## config.mk

```make
export PLATFORM = sky130hd
export DESIGN_NAME = perceptron_eval_flat
export DESIGN_NICKNAME = d
export VERILOG_FILES = /design/src/rtl/perceptron_eval_pkg.sv /design/src/rtl/perceptron_eval_if.sv /design/src/rtl/perceptron_eval_ff.sv /design/src/rtl/perceptron_eval.sv /design/src/flat_wrapper.sv
export SDC_FILE = /design/constraint.sdc
export NUM_CORES = 1
export LEC_CHECK = 0
export BUFFER_PORTS_ARGS = -buffer_cell sky130_fd_sc_hd__buf_4
export CORE_ASPECT_RATIO = 0.9
export CORE_MARGIN = 1
export CORE_UTILIZATION = 55
export CTS_CLUSTER_SIZE = 24
export DETAILED_ROUTE_END_ITERATION = 8
export GPL_TIMING_DRIVEN = 1
export PLACE_DENSITY = 0.8
export SLEW_MARGIN = 30
export SYNTH_ARGS = -nofsm -noshare
export SYNTH_HDL_FRONTEND = slang
export SYNTH_HIERARCHICAL = 1
export SYNTH_SLANG_ARGS = --single-unit
```

## constraint.sdc

```tcl
create_clock -name clk -period 5.85 [get_ports clk]
set_input_delay 0.8775 -clock clk [delete_from_list [all_inputs] [get_ports clk]]
set_output_delay 0.8775 -clock clk [all_outputs]
set_load 0.005 [all_outputs]
```

## src/rtl/perceptron_eval_pkg.sv

```systemverilog
// rtl/perceptron_eval_pkg.sv - shared widths and state encoding for the perceptron stages
package perceptron_eval_pkg;

  localparam int WEIGHT_W = 32;

  typedef enum logic [1:0] {
    IDLE  = 2'd0,
    ACCUM = 2'd1,
    DONE  = 2'd2
  } state_t;

endpackage

```

## src/rtl/perceptron_eval_if.sv

```systemverilog
// rtl/perceptron_eval_if.sv - sample-in / result-out handshake bundle for perceptron_eval
interface perceptron_eval_if
  import perceptron_eval_pkg::*;
#(
  parameter int N = 8,
  parameter int W = WEIGHT_W
);

  logic             in_valid;
  logic             in_ready;
  logic [N-1:0]     x;
  logic [W*N-1:0]   weights;
  logic [W-1:0]     bias;
  logic             out_valid;
  logic             out_ready;
  logic [W-1:0]     y;
  logic [W-1:0]     sum;

  modport master (
    output in_valid, x, weights, bias, out_ready,
    input  in_ready, out_valid, y, sum
  );

  modport slave (
    input  in_valid, x, weights, bias, out_ready,
    output in_ready, out_valid, y, sum
  );

endinterface

```

## src/rtl/perceptron_eval_ff.sv

```systemverilog
// rtl/perceptron_eval_ff.sv - enable flip-flop with asynchronous active-low clear
module perceptron_eval_ff #(
  parameter int W = 32
) (
  input  logic         clk,
  input  logic         rst_n,
  input  logic         en,
  input  logic [W-1:0] d,
  output logic [W-1:0] q
);

  always_ff @(posedge clk or negedge rst_n) begin
    if (!rst_n) begin
      q <= '0;
    end else if (en) begin
      q <= d;
    end
  end

endmodule

```

## src/rtl/perceptron_eval.sv

```systemverilog
// rtl/perceptron_eval.sv - serial perceptron forward pass: bias + sum of selected weights, thresholded
module perceptron_eval
  import perceptron_eval_pkg::*;
#(
  parameter int N = 8,
  parameter int W = WEIGHT_W
) (
  input  logic             clk,
  input  logic             rst,
  perceptron_eval_if.slave bus
);

  localparam int CW = (N > 1) ? $clog2(N) : 1;

  state_t           state;
  logic [CW-1:0]    idx;
  logic [N-1:0]     x_s;
  logic [W*N-1:0]   w_s;
  logic [W-1:0]     acc;
  logic [W-1:0]     acc_d;
  logic [W-1:0]     addend;
  logic             accept;
  logic             last;
  logic             acc_en;
  logic             in_ready_r;
  logic             out_valid_r;
  logic [W-1:0]     y_r;
  logic [W-1:0]     sum_r;

  assign accept = (state == IDLE) && bus.in_valid && in_ready_r;
  assign last   = (idx == CW'(N - 1));
  assign addend = x_s[idx] ? w_s[W*int'(idx) +: W] : '0;
  // In IDLE the accumulator loads the bias on accept; in ACCUM it adds one term per cycle.
  assign acc_d  = (state == IDLE) ? bus.bias : acc + addend;
  assign acc_en = accept || (state == ACCUM);

  perceptron_eval_ff #(.W(W)) u_acc (
    .clk   (clk),
    .rst_n (rst),
    .en    (acc_en),
    .d     (acc_d),
    .q     (acc)
  );

  always_ff @(posedge clk or negedge rst) begin
    if (!rst) begin
      state       <= IDLE;
      idx         <= '0;
      x_s         <= '0;
      w_s         <= '0;
      in_ready_r  <= 1'b0;
      out_valid_r <= 1'b0;
      y_r         <= '0;
      sum_r       <= '0;
    end else begin
      case (state)
        IDLE: begin
          out_valid_r <= 1'b0;
          if (accept) begin
            x_s        <= bus.x;
            w_s        <= bus.weights;
            idx        <= '0;
            in_ready_r <= 1'b0;
            state      <= ACCUM;
          end else begin
            in_ready_r <= 1'b1;
          end
        end
        ACCUM: begin
          idx <= idx + 1'b1;
          if (last) begin
            idx         <= '0;
            sum_r       <= acc_d;
            y_r         <= {{(W-1){1'b0}}, ~acc_d[W-1]};
            out_valid_r <= 1'b1;
            state       <= DONE;
          end
        end
        DONE: begin
          // Raising in_ready here lets the next sample land right after the handshake.
          if (bus.out_ready) begin
            out_valid_r <= 1'b0;
            in_ready_r  <= 1'b1;
            state       <= IDLE;
          end
        end
        default: state <= IDLE;
      endcase
    end
  end

  assign bus.in_ready  = in_ready_r;
  assign bus.out_valid = out_valid_r;
  assign bus.y         = y_r;
  assign bus.sum       = sum_r;

endmodule

```

## src/flat_wrapper.sv

```systemverilog
// flat-port wrapper written by rule: the top's interface ports become plain ports
module perceptron_eval_flat import perceptron_eval_pkg::*;
#(
  parameter int N = 8,
  parameter int W = WEIGHT_W
)
  (clk, rst, bus_in_valid, bus_x, bus_weights, bus_bias, bus_out_ready, bus_in_ready, bus_out_valid, bus_y, bus_sum);
  perceptron_eval_if #(.N(N), .W(W)) bus_i ();
  input  logic clk;
  input  logic rst;
  input wire logic [$bits(bus_i.in_valid)-1:0] bus_in_valid;
  input wire logic [$bits(bus_i.x)-1:0] bus_x;
  input wire logic [$bits(bus_i.weights)-1:0] bus_weights;
  input wire logic [$bits(bus_i.bias)-1:0] bus_bias;
  input wire logic [$bits(bus_i.out_ready)-1:0] bus_out_ready;
  output wire logic [$bits(bus_i.in_ready)-1:0] bus_in_ready;
  output wire logic [$bits(bus_i.out_valid)-1:0] bus_out_valid;
  output wire logic [$bits(bus_i.y)-1:0] bus_y;
  output wire logic [$bits(bus_i.sum)-1:0] bus_sum;
  assign bus_i.in_valid = bus_in_valid;
  assign bus_i.x = bus_x;
  assign bus_i.weights = bus_weights;
  assign bus_i.bias = bus_bias;
  assign bus_i.out_ready = bus_out_ready;
  assign bus_in_ready = bus_i.in_ready;
  assign bus_out_valid = bus_i.out_valid;
  assign bus_y = bus_i.y;
  assign bus_sum = bus_i.sum;
  perceptron_eval #(.N(N), .W(W)) u_core (.clk(clk), .rst(rst), .bus(bus_i));
endmodule
```

-- After elaboration in Yosys (flattened, before gate mapping)
Index checks and enable logic that the tools add are counted.
- word-level logic and storage cells: 50
- input bits: 300
- register bits: 336
- output and inout port bits: 66
- equal/unequal tests: 6
- multiplexer cells: 17
- bitwise operators: 1
- shift-type cells: 1
- reduce and logical (&&, ||, !) cells: 13
- add/subtract/negate cells: 2
- $lt $le $gt $ge: 1
- operators by type and width (operator ; count):
    $shiftx A256 B9 Y32 ; 1
    $mux W32 ; 2
    $add A32 B32 Y32 ; 1
    $reduce_and A2 Y1 ; 4
    $mux W2 ; 3
    $mux W3 ; 2
    $pmux W2 S3 ; 1
    $pmux W3 S2 ; 1
    $reduce_and A3 Y1 ; 2
    $mux W1 ; 5
    $lt A3 B4 Y1 const B ; 1
    $ne A2 B1 Y1 const B ; 2
    $reduce_bool A2 Y1 ; 2
    $add A3 B1 Y3 const B ; 1
    $bmux W1 S3 ; 1
    $eq A3 B3 Y1 const B ; 1
    $pmux W1 S3 ; 1
    $reduce_bool A3 Y1 ; 1
    $eq A2 B1 Y1 const B ; 1
    $eq A2 B2 Y1 const B ; 1
    $logic_and A1 B1 Y1 ; 2
    $logic_not A2 Y1 ; 1
    $ne A2 B2 Y1 const B ; 1
    $pmux W1 S2 ; 1
    other kinds (2) ; 2

-- Longest topological paths before layout
Gate-level depths: netlist (run 1).
- depth after elaboration: 6
- gate-level depth with buffers: 16
- mapped depth without buffers: 14

-- Cells and area by module
The synthesis (run 1) kept the hierarchy.
- by module, submodules not included (module ; sequential area each (µm²) ; cells an instance ; instances ; area an instance (µm²)):
    perceptron_eval ; 7607.3 ; 1778 ; 1 ; 15756.4
    perceptron_eval_ff ; 800.8 ; 68 ; 1 ; 1345.0

-- Least setup slack after synthesis (run 1)
No wires, ideal clock.
- path type: register to register
- start: register u_core.idx[0]
- end: register u_core.u_acc.q[16]
- setup time: 0.125 ns
- path buffers: 2
- path slack: 2.184 ns
- data arrival time: 3.541 ns
- period minus slack after synthesis: 3.666 ns
- stages on the path, launching flop included: 17
- cells stage by stage: dfrtp_1 > buf_2 > buf_2 > mux4_2 > mux2i_1 > nor2_1 > ha_1 > inv_1 > fa_1 > nor2b_1 > o2111ai_1 > a21oi_1 > a211oi_2 > o21ai_0 > xnor2_1 > o21ai_0 > mux2_4
- word-level cells in the longest chain between the ends: 5
- elaborated cells between the ends (all ways): 6
- classes of those cells: 1 x add/sub; 1 x shift; 4 x mux
- RTL lines (what ; line ; source):
    from (decl) ; perceptron_eval.sv:16 ; logic [CW-1:0] idx;
    from (signal assigned) ; perceptron_eval.sv:70 ; idx <= idx + 1'b1;
    branches (longest 2 deep; another with $shiftx A256 B9 Y32) ; -- ;
    $mux W32 (*) ; perceptron_eval.sv:32 ; assign addend = x_s[idx] ? w_s[W*int'(idx) +: W] : '0;
    $add A32 B32 Y32 (*) ; perceptron_eval.sv:34 ; assign acc_d = (state == IDLE) ? bus.bias : acc + addend;
    $mux W32 (*) ; perceptron_eval.sv:34 ;
    net u_core.acc_d[16] ; perceptron_eval.sv:20 ; logic [W-1:0] acc_d;
    to (signal assigned) ; perceptron_eval_ff.sv:14 ; q <= '0;
    to (signal assigned) ; perceptron_eval_ff.sv:16 ; q <= d;
    to (decl) ; perceptron_eval_ff.sv:9 ; output logic [W-1:0] q
Mark *: on every way through the listed nets, which the timed path passes. The select of a mux whose other input is x is not followed.
A chain may end at the register's enable or synchronous reset.

-- Worst setup path after layout (run 1)
- start: register u_core.idx[1]
- end: register u_core.u_acc.q[30]
The elaborated chain is that of the path after synthesis.

==> results of run 1 <==
==> flip-flops by register name, summed over array words and instances, names as in the netlist <==
register and count:
u_core/u_acc/q 32, u_core/idx 3, u_core/bus.out_valid 1, u_core/x_s 8, u_core/w_s 256, u_core/bus.sum 32, u_core/bus.in_ready 1, u_core/state 2
u_core/bus.y 1
==> synthesized netlist by cell type (all sizes together), types with 2 or more instances <==
cell type | instances | area (µm²)
nor3b | 2 | 15.0
mux2 | 45 | 619
o21a | 5 | 37.5
a21oi | 55 | 275
nor4 | 2 | 12.5
xor2 | 14 | 130
a22oi | 2 | 15.0
xnor2 | 12 | 105
o31ai | 4 | 30.0
nand4 | 11 | 68.8
clkbuf | 87 | 327
and2 | 4 | 27.5
ha | 33 | 413
a211o | 4 | 35.0
nand2b | 5 | 31.3
a21o | 13 | 97.6
o211ai | 4 | 30.0
or3 | 2 | 12.5
o2111ai | 2 | 23.8
nor2 | 68 | 258
a31oi | 6 | 37.5
mux4 | 66 | 1490
buf | 50 | 375
nand2 | 871 | 3270
inv | 9 | 33.8
and3 | 4 | 25.0
a211oi | 4 | 40.0
o22ai | 3 | 18.8
o21bai | 2 | 15.0
o21ai | 55 | 279
nor2b | 2 | 12.5
o311ai | 2 | 17.5
mux2i | 32 | 324
nand3 | 11 | 55.1
nor3 | 8 | 40.0
dfrtp | 336 | 8410
==> routing by layer <==
layer,part of all wire,routed length [µm],global-route usage,vias to the layer above
li1,-,-,-,6577
met1,0.42,21000,0.451,6936
met2,0.46,23200,0.497,688
met3,0.087,4320,0.0627,99
met4,0.027,1340,0.0961,2
met5,0.00026,13,0,-
==> power groups by stage <==
| stage | Sequential, W | Clock [W] | Combinational, W |
|---|---|---|---|
| 2_1_floorplan | 0.00388 | 0 | 0.00492 |
| 3_3_place_gp | 0.00414 | 0 | 0.00639 |
| 3_5_place_dp | 0.00418 | 0 | 0.00655 |
| 4_1_cts | 0.00417 | 0.00244 | 0.00660 |
| 5_1_grt | 0.00430 | 0.00253 | 0.00730 |
| 6_report | 0.00418 | 0.00242 | 0.00666 |
==> area by class of cell <==
type | instances | area (µm²)
Clock buffer | 51 | 1100
Timing Repair Buffer | 352 | 2700
Multi-Input combinational cell | 1394 | 8110
Fill cell | 2212 | 9220
Sequential cell | 336 | 8420
Tap cell | 403 | 504
Clock inverter | 13 | 170
Inverter | 9 | 33.8
==> per-stage QoR <==
stage	power [W]	hold slack [ns]	utilization	std cells
4_1_cts	0.0132	0.337	0.695	2557
2_1_floorplan	0.00880	0.440	-	1876
3_3_place_gp	0.0105	0.451	0.653	2493
6_report	0.0133	0.326	0.695	2558
5_1_grt	0.0141	0.364	0.695	2558
3_5_place_dp	0.0107	0.457	0.653	2493
==> final timing paths <==
kind / start / end / slack (ns) / cells past startpoint
setup / recovery: u_core/idx[1]$_DFFE_PN0P_ / u_core/u_acc/q[30]$_DFFE_PN0P_ / 1.37 / 14
hold / removal: rst / u_core/bus.sum[3]$_DFFE_PN0P_ / 0.33 / 1
setup reg to reg: u_core/idx[1]$_DFFE_PN0P_ / u_core/u_acc/q[30]$_DFFE_PN0P_ / 1.37 / 14
hold reg to reg: u_core/w_s[88]$_DFFE_PN0P_ / u_core/w_s[88]$_DFFE_PN0P_ / 0.47 / 2
max in group asynchronous: rst / u_core/w_s[100]$_DFFE_PN0P_ / 4.32 / 2
min in group clk: u_core/w_s[88]$_DFFE_PN0P_ / u_core/w_s[88]$_DFFE_PN0P_ / 0.47 / 2
==> kinds of logic after synthesis <==
logic type	Yosys count	synth area share
flip-flops	336	0.492
AO/OA/AOI/OAI	166	0.0583
XOR/XNOR	26	0.0138
AND/OR/NAND/NOR	994	0.226
other	1	0.000219
buffers and inverters	146	0.0430
multiplexers	143	0.142
adder cells (fa/ha/maj)	34	0.0253
==> results.yml, run 1 <==
grt:
  antenna_found_initial: 1
  grt_pass1_wl_mm: 78.1
  grt_use_total: 0.317
  grt_max_degree: 122
  gr-total-overflow: 0
  grt_pass1_vias: 14400
logic_synthesis:
  synth_area_um2: 17100
  synth_warnings: 6
  synth_seq_cells: 336
  synth-async-reset-ratio: 1.00
  yosysUniqueCellTypes: 60
  ys.flop_type: "dfrtp_1"
  syn_inst: 1846
  synth-seq-area-share: 0.492
  syn_area_per_cell_um2: 9.26
  synth_edf_count: 0
floorplanning:
  io_pins: 366
  num_rows: 60
  core-area_um2: 30300
  initial_utilization: 0.565
  fp.dieH_um: 169
  dieArea_um2: 31800
  die_x_um: 188
setup_path:
  crit_slowest_cell: "buf_4"
  path_cells: "buf_4, buf_4, mux4_2, mux2i_1, nor2_1, ha_1, and4_1, nand3_1, a21oi_1, a211oi_2, o21ai_0, xnor2_1, o21ai_0, mux2_4"
  crit_path_max_incr_delay_ns: 0.51
  cp-end-kind: "register"
  path_class: "reg2reg"
  cp_max_fo: 33
  crit_required_ns: 6.26
  cpLargestDelayFamily: "compound AO/OA/AOI/OAI gates"
  cp_num_buf_inv: 2
  crit_arrival_ns: 4.89
  critPathLaunchType: "register"
sta:
  finalSetupTns_ns: 0
  rsz0062_at_grt: "false"
  hold_viol: 0
  worst_pin_slew_ns: 0.873
  max_freq_mhz: 223
  worst_slack_ns: 1.37
  fin_skew_ns: 0.0179
  setup_viol: 0
  finalCritPeriodShare: 0.766
  slew_viol_final: 0
  period_needed_ns: 4.48
  relSlewSlack: 0.418
detailed_routing:
  wirelength_mm: 49.8
  wire_per_inst_um: 19.5
  antenna_left: 0
  vias: 14300
  drt_iter0_markers: 1279
  via_per_inst: 5.59
  drt_pass1_iterations: 5
  drc: 0
clock_network:
  clkLatencyLatePin_ns: 0.54
  cts_buffers: 36
  htreeDepth: 2
  cts_hold_buf: 0
  ctsRootBufferMaster: "clkbuf_16"
  tritoncts: "yes"
  postCtsSetupRepairBufs: 0
  cts_max_path_buffers: 3
  clock_sinks: 336
  cts_resized: 0
  clkTransAtPathRegs_ns: 0.06
min_path:
  min_path_type: "in2async"
layout:
  postLayoutCellArea_um2: 21000
  drive_above_1_share: 0.252
  diodes: 0
  layout_common_cells: "nand2_1 (869), buf_4 (346), dfrtp_1 (333)"
  areaGrowthSynthToFinish_pct: 23.0
  final_net_count: 2463
  final_common_cell: "nand2_1"
power:
  p_per_area_nw_per_um2: 630
  p_seq_frac: 0.316
  switching_share: 0.409
  worst_ir_drop_vdd_v: 0.000292
  power_frac_clock: 0.182
  pwr-share-comb: 0.502
  leakagePower_nw: 10.9
  p_int_w: 0.00784
  p_switching_w: 0.00542
placement:
  dpl_cell_area_um2: 19700
  hpwl_mm: 35.8
  gp_congestion: 0.925
  portBuffers: 334
  dp_slack_ns: 1.42
status:
  outcome: "complete, no violations"
run:
  max-cap-violations: 0
No activity file was read; power rests on OpenSTA's default activity.
==> run 2: changes to the inputs <==
--- a/config.mk
+++ b/config.mk
@@ -8,11 +8,11 @@
 export BUFFER_PORTS_ARGS = -buffer_cell sky130_fd_sc_hd__buf_4
 export CORE_ASPECT_RATIO = 0.9
 export CORE_MARGIN = 1
-export CORE_UTILIZATION = 55
+export CORE_UTILIZATION = 50
 export CTS_CLUSTER_SIZE = 24
 export DETAILED_ROUTE_END_ITERATION = 8
 export GPL_TIMING_DRIVEN = 1
-export PLACE_DENSITY = 0.8
+export PLACE_DENSITY = 0.77
 export SLEW_MARGIN = 30
 export SYNTH_ARGS = -nofsm -noshare
 export SYNTH_HDL_FRONTEND = slang
==> constraint.sdc (replaced) <==
create_clock -name clk -period 4.1 [get_ports clk]
set_input_delay 0.615 -clock clk [delete_from_list [all_inputs] [get_ports clk]]
set_output_delay 0.615 -clock clk [all_outputs]
set_load 0.005 [all_outputs]
==> results.yml, run 2 (synthesized netlist as in run 1, its figures left out) <==
sta:
  setup_viol: 0
  rsz0062_at_grt: "false"
  relSlewSlack: 0.470
  max_freq_mhz: 254
  slew_viol_final: 0
  hold_viol: 0
  worst_pin_slew_ns: 0.794
  period_needed_ns: 3.93
  finalCritPeriodShare: 0.959
  worst_slack_ns: 0.168
  fin_skew_ns: 0.0199
  fin_hold_ws_ns: 0.0933
clock_network:
  clkLatencyLatePin_ns: 0.53
  cts_buffers: 37
  tritoncts: "yes"
  cts_max_path_buffers: 3
  ctsRootBufferMaster: "clkbuf_16"
  clock_sinks: 336
  cts_hold_buf: 0
  htreeDepth: 2
  clkTransAtPathRegs_ns: 0.07
detailed_routing:
  drc: 0
  drt_pass1_iterations: 5
  via_per_inst: 5.41
  wire_per_inst_um: 19.1
  antenna_left: 0
  drt_iter0_markers: 1200
  vias: 14300
  wirelength_mm: 50.4
layout:
  regMostFlops: "u_core/w_s"
  largest_register_ffs: 256
  fillCellCount: 2748
  drive_above_1_share: 0.261
  final_net_count: 2494
  final_common_cell: "nand2_1"
  areaGrowthSynthToFinish_pct: 25.2
  final_cells: 2642
  layout_common_cells: "nand2_1 (870), buf_4 (369), dfrtp_1 (333)"
  final_core_util: 0.643
grt:
  grt_pass1_wl_mm: 77.3
  grt_pass1_vias: 14000
  grt_use_total: 0.289
  gr-total-overflow: 0
  antenna_found_initial: 3
  grt_max_degree: 174
placement:
  portBuffers: 334
  dp_slack_ns: -0.0273
  gp_congestion: 0.951
  hpwl_mm: 36.7
  place_inst: 2573
floorplanning:
  fp.dieH_um: 177
  initial_utilization: 0.514
  io_pins: 366
  die_x_um: 197
  dieArea_um2: 34900
  core-area_um2: 33300
  num_rows: 63
power:
  power_frac_clock: 0.171
  p_switching_w: 0.00796
  pwr-share-comb: 0.527
  p_seq_frac: 0.302
  p_int_w: 0.0115
  leakagePower_nw: 11.0
  p_per_area_nw_per_um2: 907
  switching_share: 0.410
  worst_ir_drop_vdd_v: 0.000430
setup_path:
  cp-end-kind: "register"
  worstRegToRegCells: 14
  path_class: "reg2reg"
  crit_arrival_ns: 4.34
  path_cells: "buf_12, mux4_2, mux2i_1, nor2_1, ha_1, o211ai_1, o21ai_2, a41oi_1, o21bai_2, a21boi_0, buf_4, xor2_1, o21ai_0, mux2_4"
  r2r_end: "u_core/u_acc/q[21]$_DFFE_PN0P_"
  crit_slowest_cell: "dfrtp_4"
  crit_required_ns: 4.51
  critPathLaunchType: "register"
  cp_max_fo: 60
  crit_path_max_incr_delay_ns: 0.45
  reg2reg_from: "u_core/idx[1]$_DFFE_PN0P_"
  ff2ff_setup_slack_ns: 0.17
min_path:
  min_path_type: "in2async"
status:
  outcome: "complete, no violations"
run:
  max-cap-violations: 0
[run 2: changes by cell type in the layout (fill, tap and decap cells not counted), sizes merged]
cell | before | now
buf | 352 | 382
clkbuf | 51 | 54
diode | 0 | 2
bufinv | 3 | 2
clkinv | 8 | 7
inv | 11 | 10
[run 2: through the flow]
step	area [µm²]	power [W]	TNS, ns
final	21400	0.0194	0
after global routing	21400	0.0207	0
after CTS	21400	0.0193	0
after detailed placement	20100	0.0158	-0.0273
after global placement	20100	0.0156	-0.189
after floorplan	17200	0.0126	0
[run 2: timing repair]
action,4_1_cts,5_1_grt
hold endpoints to repair,0,0
setup buffers,3,0
resized for setup,0,11
endpoints found under the setup margin,3,8
[run 2: critical path: cells and delay by family (launching register included)]
family                   cells  cell delay [ns]
XOR/XNOR                     1             0.20
adder cells (fa/ha/maj)      1             0.34
AO/OA/AOI/OAI                6             1.23
AND/OR/NAND/NOR              1             0.08
multiplexers                 3             0.98
flip-flops                   1             0.45
buffers and inverters        2             0.50
[run 2: per-layer routing]
metal	global-route usage	part of all wire	vias to the layer above
met1	0.435	0.45	6982
li1	-	-	6648
met4	0.0740	0.020	2
met3	0.0553	0.079	70
met5	0	0.00016	-
met2	0.428	0.45	596
[run 2: final cells by class]
type | count | area, µm² | share of cell area
Sequential cell | 336 | 8420 | 0.393
Timing Repair Buffer | 382 | 3030 | 0.142
Multi-Input combinational cell | 1394 | 8140 | 0.380
Inverter | 9 | 33.8 | 0.00158
Antenna cell | 2 | 5.00 | 0.000234
Clock inverter | 10 | 134 | 0.00626
Tap cell | 455 | 569 | 0.0266
Clock buffer | 54 | 1070 | 0.0500
[run 2: power by group through the flow]
| stage | Combinational [W] | Clock, W | Sequential (W) |
|---|---|---|---|
| detailed placement | 0.00991 | 0 | 0.00591 |
| CTS | 0.0101 | 0.00338 | 0.00584 |
| global placement | 0.00971 | 0 | 0.00584 |
| finish | 0.0102 | 0.00332 | 0.00587 |
| floorplan | 0.00702 | 0 | 0.00554 |
| global route | 0.0111 | 0.00351 | 0.00603 |
[run 2: worst max path at each step]
| stage | to | from | cells after the start | slack (ns) |
|---|---|---|---|---|
| 3_3_place_gp | u_core/u_acc/q[21]$_DFFE_PN0P_ | u_core/idx[0]$_DFFE_PN0P_ | 13 | -0.1 |
| 3_5_place_dp | u_core/u_acc/q[21]$_DFFE_PN0P_ | u_core/idx[0]$_DFFE_PN0P_ | 13 | -0.03 |
| 4_1_cts | u_core/u_acc/q[21]$_DFFE_PN0P_ | u_core/idx[1]$_DFFE_PN0P_ | 14 | 0.12 |
| 5_1_grt | u_core/u_acc/q[21]$_DFFE_PN0P_ | u_core/idx[0]$_DFFE_PN0P_ | 15 | 0.01 |
| 6_report | u_core/u_acc/q[21]$_DFFE_PN0P_ | u_core/idx[1]$_DFFE_PN0P_ | 14 | 0.17 |
| 2_1_floorplan | u_core/u_acc/q[16]$_DFFE_PN0P_ | u_core/idx[0]$_DFFE_PN0P_ | 16 | 0.43 |
